File: src/rtl/laser500_pkg.sv
// Shared definitions for the laser500 ioctl upload path: reader FSM states,
// region index codes and the fill byte returned on failed reads.
package laser500_pkg;

    typedef enum logic [1:0] {
        IDLE  = 2'd0,
        REQ   = 2'd1,
        DRAIN = 2'd2
    } upload_state_t;

    localparam logic [7:0] IDX_RAM   = 8'd0;
    localparam logic [7:0] IDX_VRAM  = 8'd1;
    localparam logic [7:0] FILL_BYTE = 8'hFF;

endpackage

File: src/rtl/ioctl_upload_reader.sv
// Serves host upload byte reads from main RAM / video RAM over a req/ack memory port.
// Define UPLOAD_CHECKSUM_EN to add an 8-bit wrapping checksum of delivered bytes.
module ioctl_upload_reader
    import laser500_pkg::*;
#(
    parameter logic [23:0] RAM_BASE    = 24'h000000,
    parameter logic [24:0] RAM_SIZE    = 25'h0010000,
    parameter logic [23:0] VRAM_BASE   = 24'h010000,
    parameter logic [24:0] VRAM_SIZE   = 25'h0004000,
    parameter logic [7:0]  ACK_TIMEOUT = 8'd255
) (
    input  logic        clk,
    input  logic        reset_n,
    input  logic        ioctl_upload,
    input  logic        ioctl_rd,
    input  logic [24:0] ioctl_addr,
    input  logic [7:0]  ioctl_index,
    output logic [7:0]  ioctl_din,
    output logic        ioctl_wait,
    output logic        mem_rd,
    output logic [23:0] mem_addr,
    input  logic        mem_ack,
    input  logic [7:0]  mem_data,
    output logic        err,
`ifdef UPLOAD_CHECKSUM_EN
    output logic [7:0]  checksum,
`endif
    output logic [24:0] byte_count
);

    localparam logic [7:0] TMO_LAST = ACK_TIMEOUT - 8'd1;

    upload_state_t state, state_nxt;

    logic        upload_q;
    logic [7:0]  tcnt, tcnt_nxt;
    logic [7:0]  din_nxt;
    logic        wait_nxt;
    logic        rd_nxt;
    logic [23:0] addr_nxt;
    logic        err_nxt;
    logic [24:0] cnt_nxt;
    logic        rd_ok;
    logic        up_rise;
`ifdef UPLOAD_CHECKSUM_EN
    logic [7:0]  ck_nxt;
`endif

    // Range check uses the full 25-bit offset so a wrapped 24-bit address never aliases in.
    function automatic logic region_ok(input logic [7:0] idx, input logic [24:0] a);
        return ((idx == IDX_RAM)  && (a < RAM_SIZE)) ||
               ((idx == IDX_VRAM) && (a < VRAM_SIZE));
    endfunction

    function automatic logic [23:0] region_addr(input logic [7:0] idx, input logic [23:0] a);
        return ((idx == IDX_VRAM) ? VRAM_BASE : RAM_BASE) + a;
    endfunction

    assign rd_ok   = ioctl_rd && ioctl_upload;
    assign up_rise = ioctl_upload && !upload_q;

    always_comb begin
        state_nxt = state;
        tcnt_nxt  = tcnt;
        din_nxt   = ioctl_din;
        wait_nxt  = ioctl_wait;
        rd_nxt    = mem_rd;
        addr_nxt  = mem_addr;
        err_nxt   = err;
        cnt_nxt   = byte_count;
`ifdef UPLOAD_CHECKSUM_EN
        ck_nxt    = checksum;
`endif

        if (up_rise) begin
            err_nxt = 1'b0;
            cnt_nxt = '0;
`ifdef UPLOAD_CHECKSUM_EN
            ck_nxt  = '0;
`endif
        end

        case (state)
            IDLE: begin
                tcnt_nxt = '0;
                if (ioctl_wait) begin
                    // single-cycle stall left over from a rejected access
                    wait_nxt = 1'b0;
                    if (rd_ok) err_nxt = 1'b1;
                end else if (rd_ok) begin
                    wait_nxt = 1'b1;
                    if (region_ok(ioctl_index, ioctl_addr)) begin
                        addr_nxt  = region_addr(ioctl_index, ioctl_addr[23:0]);
                        rd_nxt    = 1'b1;
                        state_nxt = REQ;
                    end else begin
                        din_nxt = FILL_BYTE;
                        err_nxt = 1'b1;
`ifdef UPLOAD_CHECKSUM_EN
                        ck_nxt  = ck_nxt + FILL_BYTE;
`endif
                    end
                end
            end

            REQ: begin
                if (rd_ok) err_nxt = 1'b1;
                if (mem_ack) begin
                    din_nxt   = mem_data;
                    rd_nxt    = 1'b0;
                    wait_nxt  = 1'b0;
                    cnt_nxt   = cnt_nxt + 25'd1;
                    state_nxt = IDLE;
`ifdef UPLOAD_CHECKSUM_EN
                    ck_nxt    = ck_nxt + mem_data;
`endif
                end else if (!ioctl_upload) begin
                    // host gave up: release it now, let the memory cycle finish in DRAIN
                    wait_nxt  = 1'b0;
                    state_nxt = DRAIN;
                end else if (tcnt == TMO_LAST) begin
                    din_nxt   = FILL_BYTE;
                    wait_nxt  = 1'b0;
                    err_nxt   = 1'b1;
                    state_nxt = DRAIN;
`ifdef UPLOAD_CHECKSUM_EN
                    ck_nxt    = ck_nxt + FILL_BYTE;
`endif
                end else begin
                    tcnt_nxt = tcnt + 8'd1;
                end
            end

            DRAIN: begin
                if (rd_ok) err_nxt = 1'b1;
                if (mem_ack) begin
                    rd_nxt    = 1'b0;
                    state_nxt = IDLE;
                end
            end

            default: state_nxt = IDLE;
        endcase
    end

    always_ff @(posedge clk) begin
        if (!reset_n) state <= IDLE;
        else          state <= state_nxt;
    end

    always_ff @(posedge clk) begin
        if (!reset_n) begin
            upload_q   <= 1'b0;
            tcnt       <= '0;
            ioctl_din  <= 8'h00;
            ioctl_wait <= 1'b0;
            mem_rd     <= 1'b0;
            mem_addr   <= '0;
            err        <= 1'b0;
            byte_count <= '0;
`ifdef UPLOAD_CHECKSUM_EN
            checksum   <= '0;
`endif
        end else begin
            upload_q   <= ioctl_upload;
            tcnt       <= tcnt_nxt;
            ioctl_din  <= din_nxt;
            ioctl_wait <= wait_nxt;
            mem_rd     <= rd_nxt;
            mem_addr   <= addr_nxt;
            err        <= err_nxt;
            byte_count <= cnt_nxt;
`ifdef UPLOAD_CHECKSUM_EN
            checksum   <= ck_nxt;
`endif
        end
    end

endmodule

File: config.mk
export PLATFORM = sky130hd
export DESIGN_NAME = ioctl_upload_reader
export DESIGN_NICKNAME = d
export VERILOG_FILES = /design/src/rtl/laser500_pkg.sv /design/src/rtl/ioctl_upload_reader.sv
export SDC_FILE = /design/constraint.sdc
export NUM_CORES = 1
export LEC_CHECK = 0
export BUFFER_PORTS_ARGS = -buffer_cell sky130_fd_sc_hd__buf_2
export CAP_MARGIN = 20
export CORE_ASPECT_RATIO = 0.8
export CORE_UTILIZATION = 55
export DETAILED_ROUTE_END_ITERATION = 10
export PLACE_DENSITY = 0.82
export SYNTH_ARGS = -nofsm -noshare
export SYNTH_HDL_FRONTEND = slang
export SYNTH_SLANG_ARGS = --single-unit
File: constraint.sdc
create_clock -name clk -period 4.2 [get_ports clk]
set_input_delay 0.84 -clock clk [delete_from_list [all_inputs] [get_ports clk]]
set_output_delay 0.84 -clock clk [all_outputs]
set_load 0.02 [all_outputs]
==> results.py, run 1 <==
metrics = {
    "run_status": {
        "run_status": "completed",
    },
    "timing": {
        "finalClockSkew_ns": 0.00877,
        "timing.final.setup_violations": 0,
        "max_freq_mhz": 369,
        "final-hold-violation-count": 0,
        "setup-tns-final_ns": 0,
        "post-route-min-period_ns": 2.71,
        "timing.final.max_slew_violations": 0,
        "post-route-period-util_pct": 64.5,
        "worst_slew_pin_slew_ns": 1.01,
        "maxSlewHeadroom_pct": 32.3,
        "grt_setup_unrepaired": "no",
    },
    "synth": {
        "synth-async-reset-ratio_pct": 0,
        "synth-warning-count": 0,
        "synth.net_count": 417,
        "synth.distinct_cells": 48,
        "synth-seq-cells": 71,
        "synthTopCellsByArea": "dfxtp_1, mux2i_1, nor2_1",
        "ys.flop_type": "dfxtp_1",
        "post_synth_inst_count": 362,
        "postSynthAreaPerCell_um2": 9.12,
        "ys_seq_area_share_pct": 43.0,
        "post-synth-top-area-cell": "dfxtp_1",
        "mappedNetlistArea_um2": 3300,
        "synth_largest_type_area_fraction_pct": 43.0,
        "synth_edf_count": 0,
    },
    "power_and_ir_drop": {
        "power.density_nw_per_um2": 340,
        "seqPwrFrac_pct": 50.5,
        "peakVddDrop_mv": 0.201,
        "leakage_nw": 1.75,
        "power.internal_mw": 1.03,
        "power.share.clock_pct": 40.5,
        "switching_fraction_pct": 25.3,
        "power_switching_mw": 0.348,
        "p_comb_share_pct": 9.0,
    },
    "layout": {
        "syn2layout_area_growth_pct": 22.4,
        "fraction_of_final_layout_cells_sized_beyond_drive_strength_1_pct": 30.2,
        "final.fill_count": 437,
        "final_nets": 517,
        "multi_input_area_um2": 1750,
        "n_antenna_cell": 0,
        "sequential_cell_area_um2": 1420,
        "final_util_pct": 72.0,
    },
    "clocking": {
        "path_clk_slew_ns": 0.08,
        "postCtsResizedCells": 0,
        "cts_tree": "done",
        "cts_htree_levels": 3,
        "cts-hold-fix-buffers": 0,
        "postCtsSetupBuffers": 0,
        "cts_num_sinks": 71,
        "clock_insertion_delay_worst_skew_ns": 0.35,
        "cts.path.max_buffers": 2,
        "cts_made_buffers": 9,
        "clockRootBuffer": "clkbuf_8",
    },
    "floorplanning": {
        "core_rows": 24,
        "initial_core_util_pct": 58.8,
        "die_h_um": 71.3,
        "floorplan.die_area_um2": 6320,
        "fp.dieW_um": 88.6,
        "design.core.area_um2": 5620,
        "pin_count": 106,
    },
    "critical_path": {
        "cpPeakStageDelay_ns": 0.49,
        "crit_path_max_fanout": 19,
        "critical_path_slowest_stage_cell": "nand2b_1",
        "crit_buf_inv": 1,
        "worst-endpoint-arrival_ns": 2.89,
        "start_kind": "input port",
        "critical_path.endpoint_type": "flop",
        "cp_cell_sequence": "buf_2 > nand2b_1 > and2_1 > ha_1 > and4_1 > nand4_2 > nor2_2 > a31o_1 > a21oi_1",
        "regToRegStartpoint": "upload_q",
        "setup.worst_path.class": "in -> reg",
        "required_ns": 4.38,
        "critical-path-top-delay-family": "simple AND/OR/NAND/NOR gates",
        "worstSetupStartpoint": "ioctl_upload",
    },
    "grt": {
        "global_route.peak_usage_layer": "met2",
        "gr-usage-met2_pct": 39.5,
        "globalRouteTotalUtil_pct": 24.9,
        "congestion_overflow_gr": 0,
        "antenna_found_initial": 0,
        "grt_max_degree": 32,
        "first_global_vias": 2781,
        "groute.layer.met3.usage_pct": 9.22,
        "grt_use_met1_pct": 31.9,
        "grt_first_pass_wirelength_mm": 12.3,
    },
    "drt": {
        "drt-total-wl_mm": 7.30,
        "detail_route.wl_per_cell_um": 13.4,
        "route.antenna.remaining_nets": 0,
        "vias_per_cell": 5.32,
        "detailroute.via_count": 2899,
        "drcViolationCount": 0,
        "dr.first_iter.drc_count": 117,
        "drtPass1Iterations": 4,
    },
    "placed_design": {
        "port-buffer-count": 105,
        "routabilityCongestion": 0.808,
        "dp_hpwl_mm": 5.31,
    },
    "min_path": {
        "hold_path.class": "reg -> reg",
        "source_of_the_worst_hold_timing_path": "ioctl_din[2]",
    },
    "job": {
        "max_cap_viol_count": 0,
    },
}
[cell families (layout without fill, tap and decap cells)]
family / count (synthesis) / after routing / synth area share, %
buffers and inverters: 27 / 132 / 4.28
AOI/OAI and AO/OA: 50 / 50 / 9.63
DFF: 71 / 71 / 43.0
and+or+nand+nor: 156 / 156 / 25.6
muxes: 28 / 28 / 8.49
xor gates and xnor gates: 21 / 21 / 5.57
adders and majority gates: 9 / 9 / 3.41
[per-stage QoR]
stage | cells | hold WS, ns | cell area [µm²] | power, mW | setup slack, ns
final | 545 | 0.464 | 4040 | 1.37 | 1.49
after global routing | 545 | 0.483 | 4040 | 1.43 | 1.36
after CTS | 545 | 0.467 | 4040 | 1.38 | 1.55
after detailed placement | 529 | 0.453 | 3830 | 0.831 | 1.21
after global placement | 529 | 0.446 | 3830 | 0.828 | 1.26
after floorplan | 362 | 0.468 | 3300 | 0.788 | 1.69
[cells in the final DEF, fill, tap and decap left out, drive strengths merged, types with 10 or more instances in the layout]
cell    instances
nand3          19
nand2          34
xnor2          13
clkbuf         10
a21oi          17
o21ai          17
dfxtp          71
mux2i          28
inv            11
nor2           49
buf           106
[tightest hold or removal path: stages, from the launching register on]
cell and delay, ns:
dfxtp_1 0.32, nand2_1 0.05, mux2i_1 0.05
[synth_stat cells (2+ instances only)]
cell type and count:
o21ai_0 10, nand2_1 34, and3_1 9, xor2_1 8
buf_4 3, and4_4 2, nand3_2 2, nor3_1 6
a21o_1 2, mux2i_1 28, nand3_1 17, nand2b_1 3
inv_1 10, or3_1 5, a21oi_1 17, a211oi_2 2
nand4_2 2, o41ai_1 2, ha_1 9, a31o_1 2
xnor2_1 13, buf_6 3, nand3b_1 2, nor3_2 3
nor2_1 48, buf_2 5, and4_1 3, dfxtp_1 71
nor4_2 4, clkbuf_1 6, o21ai_1 7, nand4_1 5
and2_1 4
[path summary, 6_finish.rpt]
kind	endpoint	slack [ns]	cells after the start
worst max-delay path	byte_count[24]	1.49	9
worst min-delay path	ioctl_din[2]	0.46	2
worst max register to register	byte_count[24]	1.77	8
worst min register to register	ioctl_din[2]	0.46	2
[final cells by class]
cell class | count | area share, %
clock buffers | 10 | 3.41
clock inverters | 6 | 1.70
inverters | 10 | 0.929
multi-input cells | 264 | 43.2
flip-flops and latches | 71 | 35.2
well taps | 78 | 2.41
repair buffers | 106 | 13.2
[flip-flops by register name, indices dropped and copies added, names as in the netlist]
signal / cells
ioctl_din: 8
upload_q: 1
tcnt: 8
err: 1
mem_rd: 1
mem_addr: 24
state: 2
byte_count: 25
ioctl_wait: 1
[power groups by stage]
| stage | combinational [mW] | sequential, mW | clock [mW] |
|---|---|---|---|
| after detailed placement | 0.122 | 0.709 | 0 |
| final | 0.123 | 0.694 | 0.556 |
| after floorplan | 0.0661 | 0.722 | 0 |
| after global placement | 0.119 | 0.709 | 0 |
| after global routing | 0.136 | 0.696 | 0.596 |
| after CTS | 0.123 | 0.694 | 0.567 |
[layer usage]
layer  part of all wire, %  up-vias
met3                   6.7       11
li1                      -     1458
met5                     0        -
met4                   1.5        0
met2                    46       93
met1                    46     1337
No activity file was read; power rests on OpenSTA's default activity.
==> run 2: changes to the inputs <==
CORE_UTILIZATION = 51   (was 55)
PLACE_DENSITY = 0.77   (was 0.82)
clock period = 2.6 ns   (was 4.2 ns; I/O delays follow)
==> results.py, run 2 (synthesis results as in run 1) <==
metrics = {
    "layout": {
        "mostFrequentLayoutCells": "buf_2, dfxtp_1, nor2_1",
        "final_nets": 521,
        "largest_register_ffs": 25,
        "regMostFlops": "byte_count",
        "fraction_of_final_layout_cells_sized_beyond_drive_strength_1_pct": 30.8,
        "top_regs": "byte_count (25), mem_addr (24)",
        "leading_cell_type_in_the_layout_fill_and_taps_excluded": "buf_2",
        "syn2layout_area_growth_pct": 24.6,
        "n_antenna_cell": 0,
    },
    "critical_path": {
        "start_kind": "flop",
        "required_ns": 2.84,
        "setup.worst_path.class": "reg -> reg",
        "critical_path.endpoint_type": "flop",
        "worst_r2r_path_depth": 7,
        "reg2reg_setup_slack_ns": 0.44,
        "timing.rr.end": "state[0]",
        "worst-endpoint-arrival_ns": 2.41,
        "regToRegStartpoint": "state[1]",
        "crit_path_max_fanout": 12,
    },
    "grt": {
        "grt_use_met1_pct": 30.1,
        "antenna_found_initial": 0,
        "congestion_overflow_gr": 0,
        "groute.layer.met3.usage_pct": 8.69,
        "grt_max_degree": 30,
        "grt_first_pass_wirelength_mm": 12.7,
        "gr-usage-met2_pct": 38.7,
        "global_route.peak_usage_layer": "met2",
        "globalRouteTotalUtil_pct": 24.0,
        "first_global_vias": 2764,
    },
    "min_path": {
        "timing.hold.worst_endpoint": "mem_addr[7]",
        "count_of_cells_along_the_worst_hold_path": 3,
        "hold_path.class": "in -> reg",
        "source_of_the_worst_hold_timing_path": "ioctl_addr[7]",
    },
    "placed_design": {
        "routabilityCongestion": 0.862,
        "dp_hpwl_mm": 5.67,
        "port-buffer-count": 105,
    },
    "drt": {
        "vias_per_cell": 5.41,
        "drtPass1Iterations": 4,
        "drcViolationCount": 0,
        "drt-total-wl_mm": 7.69,
        "detailroute.via_count": 2984,
        "route.antenna.remaining_nets": 0,
        "dr.first_iter.drc_count": 124,
        "detail_route.wl_per_cell_um": 13.9,
    },
    "power_and_ir_drop": {
        "power.share.clock_pct": 44.9,
        "power.internal_mw": 1.83,
        "power.density_nw_per_um2": 586,
        "power_switching_mw": 0.583,
        "p_comb_share_pct": 8.5,
        "switching_fraction_pct": 24.2,
        "seqPwrFrac_pct": 46.5,
        "leakage_nw": 1.79,
        "peakVddDrop_mv": 0.347,
        "report.power.total_mw": 2.41,
    },
    "floorplanning": {
        "floorplan.die_area_um2": 6800,
        "fp.dieW_um": 92.0,
        "die_h_um": 74.0,
        "design.core.area_um2": 6070,
        "initial_core_util_pct": 54.4,
        "core_rows": 25,
        "pin_count": 106,
    },
    "clocking": {
        "cts_htree_levels": 3,
        "cts_tree": "done",
        "path_clk_slew_ns": 0.08,
        "clock_insertion_delay_worst_skew_ns": 0.35,
        "postCtsResizedCells": 0,
        "cts.path.max_buffers": 2,
        "cts_num_sinks": 71,
        "cts_made_buffers": 9,
        "clockRootBuffer": "clkbuf_8",
        "cts-hold-fix-buffers": 0,
        "postCtsSetupBuffers": 0,
    },
    "job": {
        "max_cap_viol_count": 0,
    },
    "timing": {
        "post-route-period-util_pct": 83.2,
        "finalClockSkew_ns": 0.00578,
        "post-route-min-period_ns": 2.16,
        "setup-tns-final_ns": 0,
        "timing.final.max_slew_violations": 0,
        "max_freq_mhz": 462,
        "grt_setup_unrepaired": "no",
        "worst_slew_pin_slew_ns": 0.628,
        "timing.final.setup_violations": 0,
        "final-hold-violation-count": 0,
        "maxSlewHeadroom_pct": 57.9,
    },
    "run_status": {
        "run_status": "completed",
    },
}
[run 2: changes by cell type in the layout (fill, tap and decap cells not counted), sizes merged]
cell	previous run	this run
bufinv	1	3
clkinv	3	2
buf	106	110
clkbuf	10	9
[run 2: worst max-delay path: stages, from the launching register on]
cell,delay (ns)
dfxtp_1,0.35
inv_1,0.09
ha_1,0.42
nor2b_4,0.27
o211ai_1,0.28
o21ai_1,0.21
and2b_1,0.23
o221a_1,0.22
[run 2: metal layers]
| metal | share of wire, % | up-vias |
|---|---|---|
| met1 | 46 | 1432 |
| li1 | - | 1461 |
| met5 | 0 | - |
| met4 | 1.8 | 0 |
| met3 | 4.8 | 14 |
| met2 | 48 | 77 |
[run 2: power by group through the flow]
stage | clock network [mW] | logic [mW] | registers, mW
finish | 1.08 | 0.206 | 1.12
global route | 1.15 | 0.226 | 1.12
CTS | 1.10 | 0.207 | 1.12
global placement | 0 | 0.201 | 1.15
detailed placement | 0 | 0.205 | 1.15
floorplan | 0 | 0.107 | 1.17
[run 2: metrics by stage]
step                std cells  area, µm²  hold WS [ns]  utilization [%]  setup slack [ns]
floorplan                 362       3300         0.468                -             0.407
global placement          536       3870         0.442             63.8             0.426
detailed placement        536       3870         0.458             63.8             0.380
CTS                       552       4110         0.393             67.8             0.450
global route              552       4110         0.376             67.8             0.289
finish                    552       4110         0.399             67.8             0.437
[run 2: layout make-up]
| class | count | area (µm²) |
|---|---|---|
| well taps | 81 | 101 |
| clock inverters | 7 | 120 |
| flip-flops and latches | 71 | 1420 |
| multi-input cells | 264 | 1750 |
| clock buffers | 9 | 124 |
| fillers | 525 | 1960 |
| repair buffers | 110 | 563 |
| inverters | 10 | 37.5 |
[run 2: worst max path at each step]
stage | to | cells past startpoint | from
after global placement | byte_count[22] | 9 | ioctl_upload
after global routing | state[0] | 7 | state[1]
final | state[0] | 7 | state[1]
after floorplan | byte_count[20] | 10 | ioctl_upload
after CTS | state[0] | 7 | state[1]
after detailed placement | byte_count[24] | 9 | ioctl_upload
==> run 3: changes to the inputs <==
clock period = 2.2 ns   (was 2.6 ns; I/O delays follow)
==> results.py, run 3 (synthesis results as in run 1) <==
metrics = {
    "run_status": {
        "run_status": "completed",
    },
    "floorplanning": {
        "design.core.area_um2": 6070,
        "pin_count": 106,
        "die_h_um": 74.0,
        "core_rows": 25,
        "initial_core_util_pct": 54.4,
        "floorplan.die_area_um2": 6800,
        "fp.dieW_um": 92.0,
    },
    "clocking": {
        "postCtsResizedCells": 0,
        "cts_tree": "done",
        "path_clk_slew_ns": 0.08,
        "cts_htree_levels": 3,
        "postCtsSetupBuffers": 0,
        "clock_insertion_delay_worst_skew_ns": 0.35,
        "cts_num_sinks": 71,
        "cts-hold-fix-buffers": 0,
        "cts.path.max_buffers": 2,
        "cts_made_buffers": 9,
        "clockRootBuffer": "clkbuf_8",
    },
    "timing": {
        "maxSlewHeadroom_pct": 62.6,
        "setup-tns-final_ns": 0,
        "fin_ws_ns": 0.207,
        "post-route-min-period_ns": 1.99,
        "post-route-period-util_pct": 90.6,
        "worst_slew_pin_slew_ns": 0.560,
        "timing.final.max_slew_violations": 0,
        "final-hold-violation-count": 0,
        "max_freq_mhz": 502,
        "worst_hold_slack_ns": 0.317,
        "timing.final.setup_violations": 0,
        "finalClockSkew_ns": 0.00952,
        "grt_setup_unrepaired": "no",
    },
    "drt": {
        "detailroute.via_count": 2922,
        "detail_route.wl_per_cell_um": 13.7,
        "dr.first_iter.drc_count": 85,
        "drtPass1Iterations": 4,
        "drt-total-wl_mm": 7.62,
        "vias_per_cell": 5.25,
        "route.antenna.remaining_nets": 0,
        "drcViolationCount": 0,
    },
    "placed_design": {
        "placed_area_um2": 3920,
        "placedCellCount": 541,
        "routabilityCongestion": 0.860,
        "placement.setup.worst_slack_ns": 0.107,
        "port-buffer-count": 105,
        "dp_hpwl_mm": 5.59,
    },
    "grt": {
        "first_global_vias": 2687,
        "grt_first_pass_wirelength_mm": 12.5,
        "congestion_overflow_gr": 0,
        "globalRouteTotalUtil_pct": 23.7,
        "antenna_found_initial": 0,
        "grt_max_degree": 21,
    },
    "power_and_ir_drop": {
        "report.power.total_mw": 2.77,
        "peakVddDrop_mv": 0.396,
        "leakage_nw": 1.80,
        "power.density_nw_per_um2": 667,
    },
    "critical_path": {
        "critical_path.endpoint_type": "flop",
        "critical_path_slowest_stage_cell": "dfxtp_1",
        "cpPeakStageDelay_ns": 0.34,
        "required_ns": 2.48,
        "worst-endpoint-arrival_ns": 2.27,
        "start_kind": "flop",
        "crit_path_max_fanout": 8,
        "setup.worst_path.class": "reg -> reg",
        "cp_cell_sequence": "inv_1 > ha_1 > nor2b_4 > o211ai_1 > buf_4 > or3_1 > a21oi_1",
    },
    "min_path": {
        "hold_path.class": "in -> reg",
    },
    "job": {
        "max_cap_viol_count": 0,
    },
    "layout": {
        "final_util_pct": 68.4,
        "regMostFlops": "byte_count",
        "multi_input_area_um2": 1750,
        "layout.cells.non_filler": 557,
        "sequential_cell_area_um2": 1420,
        "syn2layout_area_growth_pct": 25.7,
        "fraction_of_final_layout_cells_sized_beyond_drive_strength_1_pct": 31.5,
        "final.fill_count": 513,
        "post-route-cell-area_um2": 4150,
        "n_antenna_cell": 0,
        "final_nets": 526,
        "top_regs": "byte_count (25), mem_addr (24)",
        "leading_cell_type_in_the_layout_fill_and_taps_excluded": "buf_2",
        "largest_register_ffs": 25,
        "mostFrequentLayoutCells": "buf_2, dfxtp_1, nor2_1",
    },
}
## run 3: layout make-up
type                       instances  area share (%)
tap                               81            2.44
clock inverter                     6            2.23
clock buffer                      10            3.32
multi-input combinational        264            42.1
sequential                        71            34.3
inverter                          10           0.905
timing repair buffer             115            14.8
## run 3: report_power, final
| part | total, mW | internal [mW] | switching [mW] |
|---|---|---|---|
| Sequential | 1.32 | 1.31 | 0.0143 |
| Clock | 1.19 | 0.675 | 0.519 |
| Combinational | 0.249 | 0.0995 | 0.150 |
| Total | 2.77 | 2.08 | 0.684 |
## run 3: metal layers
layer  GRT usage (%)  up-vias  wire length (µm)  share of wire [%]
met2            37.9       73              3550                 47
met1            30.8     1360              3590                 47
li1                -     1479                 -                  -
met3            7.06       10               364                4.8
met5               0        -                 0                  0
met4            8.68        0               112                1.5
## run 3: path summary, 6_finish.rpt
path | from | end | slack [ns] | depth (start not counted)
worst min register to register | ioctl_din[7] | ioctl_din[7] | 0.46 | 2
worst max register to register | state[1] | tcnt[4] | 0.21 | 7
worst min-delay path | ioctl_addr[2] | mem_addr[2] | 0.32 | 3
worst max-delay path | state[1] | tcnt[4] | 0.21 | 7
## run 3: critical path: cells and delay by family (launching register included)
family / cells / cell delay, ns
DFF: 1 / 0.34
adders and majority gates: 1 / 0.28
AOI/OAI and AO/OA: 2 / 0.39
buffers and inverters: 2 / 0.35
and+or+nand+nor: 2 / 0.58
